File: src/rtl/cam_pkg.sv
// Shared types and sizing for the password CAM and its search-side reader.
// The match vector width helper keeps the reader and the CAM array in agreement.
package cam_pkg;

  typedef enum logic [1:0] {
    IDLE   = 2'd0,
    LOOKUP = 2'd1,
    EMIT   = 2'd2
  } cam_state_e;

  localparam int CAM_DATA_WIDTH = 4;
  localparam int CAM_ADDR_WIDTH = 4;

  function automatic int cam_vec_width(input int addr_width);
    return 1 << addr_width;
  endfunction

endpackage

File: src/rtl/cam_match_reader_if.sv
// Key request, CAM search port and result stream of the CAM match reader.
// CAM_RD_COUNT_EN adds res_count (population count of the captured match vector).
interface cam_match_reader_if
  import cam_pkg::*;
#(
  parameter int DATA_WIDTH = CAM_DATA_WIDTH,
  parameter int ADDR_WIDTH = CAM_ADDR_WIDTH
);
  localparam int VW = cam_vec_width(ADDR_WIDTH);

  logic                  key_valid;
  logic                  key_ready;
  logic [DATA_WIDTH-1:0] key_data;
  logic [DATA_WIDTH-1:0] cam_key;
  logic [VW-1:0]         cam_match;
  logic                  res_valid;
  logic                  res_ready;
  logic [ADDR_WIDTH-1:0] res_addr;
  logic                  res_last;
  logic                  res_miss;
  logic                  busy;
`ifdef CAM_RD_COUNT_EN
  logic [ADDR_WIDTH:0]   res_count;

  modport slave (
    input  key_valid, key_data, cam_match, res_ready,
    output key_ready, cam_key, res_valid, res_addr, res_last, res_miss, busy, res_count
  );
  modport master (
    output key_valid, key_data, cam_match, res_ready,
    input  key_ready, cam_key, res_valid, res_addr, res_last, res_miss, busy, res_count
  );
`else
  modport slave (
    input  key_valid, key_data, cam_match, res_ready,
    output key_ready, cam_key, res_valid, res_addr, res_last, res_miss, busy
  );
  modport master (
    output key_valid, key_data, cam_match, res_ready,
    input  key_ready, cam_key, res_valid, res_addr, res_last, res_miss, busy
  );
`endif

endinterface

File: src/rtl/cam_prio_enc.sv
// Lowest-set-bit encoder over the pending match vector; purely combinational.
// o_single flags exactly one bit set, which marks the final result beat.
module cam_prio_enc
  import cam_pkg::*;
#(
  parameter int ADDR_WIDTH = CAM_ADDR_WIDTH
) (
  input  logic [cam_vec_width(ADDR_WIDTH)-1:0] i_vec,
  output logic [ADDR_WIDTH-1:0]                o_idx,
  output logic                                 o_any,
  output logic                                 o_single
);
  localparam int VW = cam_vec_width(ADDR_WIDTH);

  // Scan downward so the lowest set bit is the last assignment to win.
  always_comb begin
    o_idx = '0;
    for (int i = VW - 1; i >= 0; i--) begin
      if (i_vec[i]) o_idx = ADDR_WIDTH'(i);
    end
  end

  assign o_any    = |i_vec;
  assign o_single = o_any && ((i_vec & (i_vec - VW'(1))) == '0);

endmodule

File: src/rtl/cam_match_reader.sv
// CAM search controller: key -> cam_key, capture match vector MATCH_LAT edges later, stream hits ascending.
// One beat per cycle under res_ready; beats hold while stalled. CAM_RD_COUNT_EN adds res_count.
module cam_match_reader
  import cam_pkg::*;
#(
  parameter int DATA_WIDTH = CAM_DATA_WIDTH,
  parameter int ADDR_WIDTH = CAM_ADDR_WIDTH,
  parameter int MATCH_LAT  = 1
) (
  input logic               clk,
  input logic               rst_n,
  cam_match_reader_if.slave bus
);
  localparam int VW = cam_vec_width(ADDR_WIDTH);
  localparam int CW = (MATCH_LAT < 2) ? 1 : $clog2(MATCH_LAT + 1);

  cam_state_e            r_state, w_state_nxt;
  logic [DATA_WIDTH-1:0] r_cam_key;
  logic [CW-1:0]         r_cnt;
  logic [VW-1:0]         r_pend;
  logic [ADDR_WIDTH-1:0] w_idx;
  logic                  w_any, w_single, w_capture, w_xfer, w_last;

  cam_prio_enc #(.ADDR_WIDTH(ADDR_WIDTH)) u_enc (
    .i_vec   (r_pend),
    .o_idx   (w_idx),
    .o_any   (w_any),
    .o_single(w_single)
  );

  // Capture on the edge where the counter would reach zero, i.e. MATCH_LAT edges after acceptance.
  assign w_capture = (r_state == LOOKUP) && (r_cnt <= CW'(1));
  assign w_last    = !w_any || w_single;
  assign w_xfer    = (r_state == EMIT) && bus.res_ready;

  always_ff @(posedge clk or negedge rst_n) begin
    if (!rst_n) r_state <= IDLE;
    else        r_state <= w_state_nxt;
  end

  always_comb begin
    w_state_nxt = r_state;
    case (r_state)
      IDLE:    if (bus.key_valid) w_state_nxt = LOOKUP;
      LOOKUP:  if (w_capture) w_state_nxt = EMIT;
      EMIT:    if (w_xfer && w_last) w_state_nxt = IDLE;
      default: w_state_nxt = IDLE;
    endcase
  end

  always_ff @(posedge clk or negedge rst_n) begin
    if (!rst_n) begin
      r_cam_key <= '0;
      r_cnt     <= '0;
      r_pend    <= '0;
    end else begin
      if (r_state == IDLE && bus.key_valid) begin
        r_cam_key <= bus.key_data;
        r_cnt     <= CW'(MATCH_LAT);
      end
      if (r_state == LOOKUP) begin
        r_cnt <= r_cnt - CW'(1);
        if (w_capture) r_pend <= bus.cam_match;
      end
      if (w_xfer) r_pend <= r_pend & (r_pend - VW'(1));
    end
  end

`ifdef CAM_RD_COUNT_EN
  logic [ADDR_WIDTH:0] r_count;

  function automatic logic [ADDR_WIDTH:0] popcnt(input logic [VW-1:0] v);
    logic [ADDR_WIDTH:0] c;
    c = '0;
    for (int i = 0; i < VW; i++) c = c + {{ADDR_WIDTH{1'b0}}, v[i]};
    return c;
  endfunction

  always_ff @(posedge clk or negedge rst_n) begin
    if (!rst_n)         r_count <= '0;
    else if (w_capture) r_count <= popcnt(bus.cam_match);
  end

  assign bus.res_count = r_count;
`endif

  assign bus.cam_key   = r_cam_key;
  assign bus.key_ready = (r_state == IDLE);
  assign bus.busy      = (r_state != IDLE);
  assign bus.res_valid = (r_state == EMIT);
  assign bus.res_addr  = w_any ? w_idx : '0;
  assign bus.res_last  = (r_state == EMIT) && w_last;
  assign bus.res_miss  = (r_state == EMIT) && !w_any;

endmodule
File: src/flat_wrapper.sv
// flat-port wrapper written by rule: the top's interface ports become plain ports
module cam_match_reader_flat import cam_pkg::*;
#(
  parameter int DATA_WIDTH = CAM_DATA_WIDTH,
  parameter int ADDR_WIDTH = CAM_ADDR_WIDTH,
  parameter int MATCH_LAT  = 1
)
  (clk, rst_n, bus_key_valid, bus_key_data, bus_cam_match, bus_res_ready, bus_key_ready, bus_cam_key, bus_res_valid, bus_res_addr, bus_res_last, bus_res_miss, bus_busy);
  cam_match_reader_if #(.DATA_WIDTH(DATA_WIDTH), .ADDR_WIDTH(ADDR_WIDTH)) bus_i ();
  input logic clk;
  input logic rst_n;
  input wire logic [$bits(bus_i.key_valid)-1:0] bus_key_valid;
  input wire logic [$bits(bus_i.key_data)-1:0] bus_key_data;
  input wire logic [$bits(bus_i.cam_match)-1:0] bus_cam_match;
  input wire logic [$bits(bus_i.res_ready)-1:0] bus_res_ready;
  output wire logic [$bits(bus_i.key_ready)-1:0] bus_key_ready;
  output wire logic [$bits(bus_i.cam_key)-1:0] bus_cam_key;
  output wire logic [$bits(bus_i.res_valid)-1:0] bus_res_valid;
  output wire logic [$bits(bus_i.res_addr)-1:0] bus_res_addr;
  output wire logic [$bits(bus_i.res_last)-1:0] bus_res_last;
  output wire logic [$bits(bus_i.res_miss)-1:0] bus_res_miss;
  output wire logic [$bits(bus_i.busy)-1:0] bus_busy;
  assign bus_i.key_valid = bus_key_valid;
  assign bus_i.key_data = bus_key_data;
  assign bus_i.cam_match = bus_cam_match;
  assign bus_i.res_ready = bus_res_ready;
  assign bus_key_ready = bus_i.key_ready;
  assign bus_cam_key = bus_i.cam_key;
  assign bus_res_valid = bus_i.res_valid;
  assign bus_res_addr = bus_i.res_addr;
  assign bus_res_last = bus_i.res_last;
  assign bus_res_miss = bus_i.res_miss;
  assign bus_busy = bus_i.busy;
  cam_match_reader #(.DATA_WIDTH(DATA_WIDTH), .ADDR_WIDTH(ADDR_WIDTH), .MATCH_LAT(MATCH_LAT)) u_core (.clk(clk), .rst_n(rst_n), .bus(bus_i));
endmodule
File: config.mk
export PLATFORM = sky130hd
export DESIGN_NAME = cam_match_reader_flat
export DESIGN_NICKNAME = d
export VERILOG_FILES = /design/src/rtl/cam_pkg.sv /design/src/rtl/cam_match_reader_if.sv /design/src/rtl/cam_prio_enc.sv /design/src/rtl/cam_match_reader.sv /design/src/flat_wrapper.sv
export SDC_FILE = /design/constraint.sdc
export NUM_CORES = 1
export LEC_CHECK = 0
export CAP_MARGIN = 20
export CORE_ASPECT_RATIO = 0.5
export CORE_MARGIN = 2
export CORE_UTILIZATION = 39
export CTS_BUF_LIST = sky130_fd_sc_hd__clkbuf_4 sky130_fd_sc_hd__clkbuf_8 sky130_fd_sc_hd__clkbuf_16
export DETAILED_ROUTE_END_ITERATION = 10
export MAX_ROUTING_LAYER = met4
export PLACE_DENSITY = 0.66
export SLEW_MARGIN = 20
export SYNTH_ARGS = -nofsm -noshare
export SYNTH_HDL_FRONTEND = slang
export SYNTH_SLANG_ARGS = --single-unit
export TNS_END_PERCENT = 50
File: constraint.sdc
create_clock -name clk -period 3.9 [get_ports clk]
set_input_delay 0.78 -clock clk [delete_from_list [all_inputs] [get_ports clk]]
set_output_delay 0.78 -clock clk [all_outputs]
set_load 0.03 [all_outputs]
==> flow_metrics.py <==
metrics = {
    "sta": {
        "setup_tns_ns": 0,
        "report.final.slew_viol_count": 0,
        "worst_slew_pin_slew_ns": 0.610,
        "fin_crit_sh": 0.926,
        "hold_viol": 0,
        "clock.fmax_ghz": 0.277,
        "timing.hold.ws_ns": 0.473,
        "setup_viol": 0,
        "fin_crit_ns": 3.61,
        "clock-skew-final_ns": 0.00456,
        "max-slew-margin-rel": 0.593,
        "rsz0062_at_grt": "false",
        "fin_ws_ns": 0.290,
    },
    "yosys": {
        "synth_area_leaders": "dfrtp_1, a22o_1, o21ai_0, nor2_1, buf_6",
        "syn_avg_cell_area_um2": 8.86,
        "synth_enable_flop_cells": 0,
        "ys_seq_area_frac": 0.391,
        "ys.flop_type": "dfrtp_1",
        "async_flop_share": 1.00,
        "synth_cell_types": 41,
        "syn_inst": 159,
        "ys_seq_elements": 22,
        "synth_area_um2": 1410,
        "yosys.area.top_type": "dfrtp_1",
        "ys_warn_count": 0,
        "synth_top_area_frac": 0.391,
        "syn_nets": 183,
        "ys_top_cells_by_count": "dfrtp_1, nor2_1, o21ai_0",
        "yosys.cell_count.top_type": "dfrtp_1",
    },
    "place": {
        "dp_cells": 233,
        "dp_hpwl_um": 2690,
        "pre_cts_ws_ns": 0.589,
        "routabilityCongestion": 0.839,
        "io_buffers": 36,
    },
    "pwr": {
        "power.leakage_nw": 0.740,
        "ir_worst_vdd_mv": 0.422,
        "powerDensity_nw_per_um2": 992,
    },
    "drt": {
        "ant_nets": 0,
        "drt-pass1-iter-count": 4,
        "via_count": 1314,
        "drc": 0,
        "drt-total-wl_um": 3670,
        "wl_per_cell_um": 15.5,
        "drtIter0Drc": 114,
        "viasPerCell": 5.54,
    },
    "finish": {
        "area_delta_synth_final_pct": 29.3,
        "final_cells": 237,
        "layout-drive-gt1-share": 0.0968,
        "fin_util": 0.528,
        "n_antenna_cell": 0,
        "finalNetCount": 211,
    },
    "job": {
        "drv_cap": 0,
    },
    "worst_hold_path": {
        "hold_path.class": "in -> async",
    },
    "clock_tree": {
        "ctsResizeCount": 0,
        "clk_path_buf_depth": 2,
        "cts_max_level": 1,
        "postCtsSetupBuffers": 0,
        "cts.clk_slew.worst_paths_ns": 0.08,
        "cts_tree": "done",
        "cts-root-buf": "clkbuf_8",
        "clk_latency_ns": 0.27,
        "cts_hold_repair.buffers": 0,
        "cts.sinks": 22,
        "cts_buffers": 3,
    },
    "worst_setup_path": {
        "cp.required_ns": 3.12,
        "start_kind": "flip-flop",
        "cp_num_buf_inv": 1,
        "cp.arrival_ns": 2.83,
        "cp_cell_sequence": "nor4_2 > nand4_2 > a22o_1 > nor4b_2 > and3_1 > clkdlybuf4s50_1",
        "path_max_fanout": 8,
        "crit_family": "simple AND/OR/NAND/NOR gates",
        "cpMaxStageDelayCell": "clkdlybuf4s50_1",
        "cp-end-kind": "output port",
        "critical-path-max-stage-delay_ns": 0.67,
        "critical_path_class": "reg -> out",
    },
    "floorplan": {
        "io_pins": 37,
        "start_util": 0.408,
        "core_area_um2": 3450,
        "die_w_um": 89,
        "rows": 15,
        "fp.dieH_um": 46.5,
        "die-area_um2": 4140,
    },
    "global_routing": {
        "grt.total_usage": 0.207,
        "grt.overflow.total": 0,
        "grt_antenna_before_repair": 0,
        "grt_max_degree": 23,
        "grt_pass1_wl_um": 6180,
        "grt_pass1_vias": 1190,
    },
    "outcome": {
        "status": "finished, final reports clean",
    },
}
worst paths after layout:
check | start | end | slack (ns) | depth (start not counted)
max | u_core.r_pend[6]$_DFFE_PN0P_ | bus_res_last | 0.29 | 6
min | rst_n | u_core.r_pend[8]$_DFFE_PN0P_ | 0.47 | 1
max reg2reg | u_core.r_state[1]$_DFFE_PN0P_ | u_core.r_pend[5]$_DFFE_PN0P_ | 1.55 | 5
min reg2reg | u_core.bus.cam_key[2]$_DFFE_PN0P_ | u_core.bus.cam_key[2]$_DFFE_PN0P_ | 0.51 | 1
max in group asynchronous | rst_n | u_core.r_pend[0]$_DFFE_PN0P_ | 3.08 | 1
min in group clk | u_core.bus.cam_key[2]$_DFFE_PN0P_ | u_core.bus.cam_key[2]$_DFFE_PN0P_ | 0.51 | 1
worst reg2reg max path, cell delays in order, from the launching register on:
cell and delay, ns:
dfrtp_1 0.40, nor2b_1 0.53, nand2_1 0.41, nand2_1 0.45, o21ai_0 0.24, a22o_1 0.22
power breakdown:
part           total, W  internal [W]  leakage, nW  switching, W
sequential     0.000554      0.000339        0.278      0.000214
clock          0.000216      0.000137       0.0357     0.0000786
combinational   0.00104      0.000469        0.426      0.000569
total           0.00181      0.000945        0.740      0.000862
per-stage QoR:
step / power [W] / instance area, um^2
floorplan: 0.00129 / 1410
global placement: 0.00159 / 1760
detailed placement: 0.00159 / 1760
CTS: 0.00181 / 1830
global route: 0.00196 / 1820
finish: 0.00181 / 1820
cells by family (layout without fill, tap and decap cells):
family                     after synthesis  after routing  share of synthesized area
and+or+nand+nor                         62             62                      0.250
AOI/OAI and AO/OA                       50             50                      0.240
DFF                                     22             22                      0.391
buffers and inverters                   19             46                     0.0737
muxes                                    5              5                     0.0391
adders and majority gates                1              1                    0.00711
sequential cells by signal (all words and copies together) (netlist names):
register and flops:
u_core.r_pend 16, u_core.bus.cam_key 4, u_core.r_state 2
area by class of cell:
| class | instances | area [um^2] |
|---|---|---|
| flip-flops and latches | 22 | 551 |
| repair buffers | 37 | 363 |
| fillers | 340 | 1630 |
| multi-input cells | 118 | 754 |
| clock inverters | 1 | 30.0 |
| well taps | 51 | 63.8 |
| clock buffers | 3 | 41.3 |
| inverters | 5 | 18.8 |
layer usage:
layer  routed length, um  vias to the layer above  GRT usage
met2                1620                       35      0.301
met5                   0                        -          -
met4                  19                        0     0.0358
li1                    -                      641          -
met3                 170                        2     0.0394
met1                1860                      636      0.301
cell usage in the layout, fill, tap and decap left out, types with 2 or more instances in the layout:
master and instances:
clkdlybuf4s50_1 35, dfrtp_1 22, nor2_1 18, o21ai_0 17
a22o_1 14, nand2_1 12, inv_1 5, nor3_1 5
nor2b_1 5, a21oi_1 5, nand3_1 4, mux2_2 4
a31oi_1 3, clkbuf_8 3, nor4_2 2, or4_1 2
or3_1 2, and3_1 2, nor4_1 2
(Power assumes the default switching activity.)
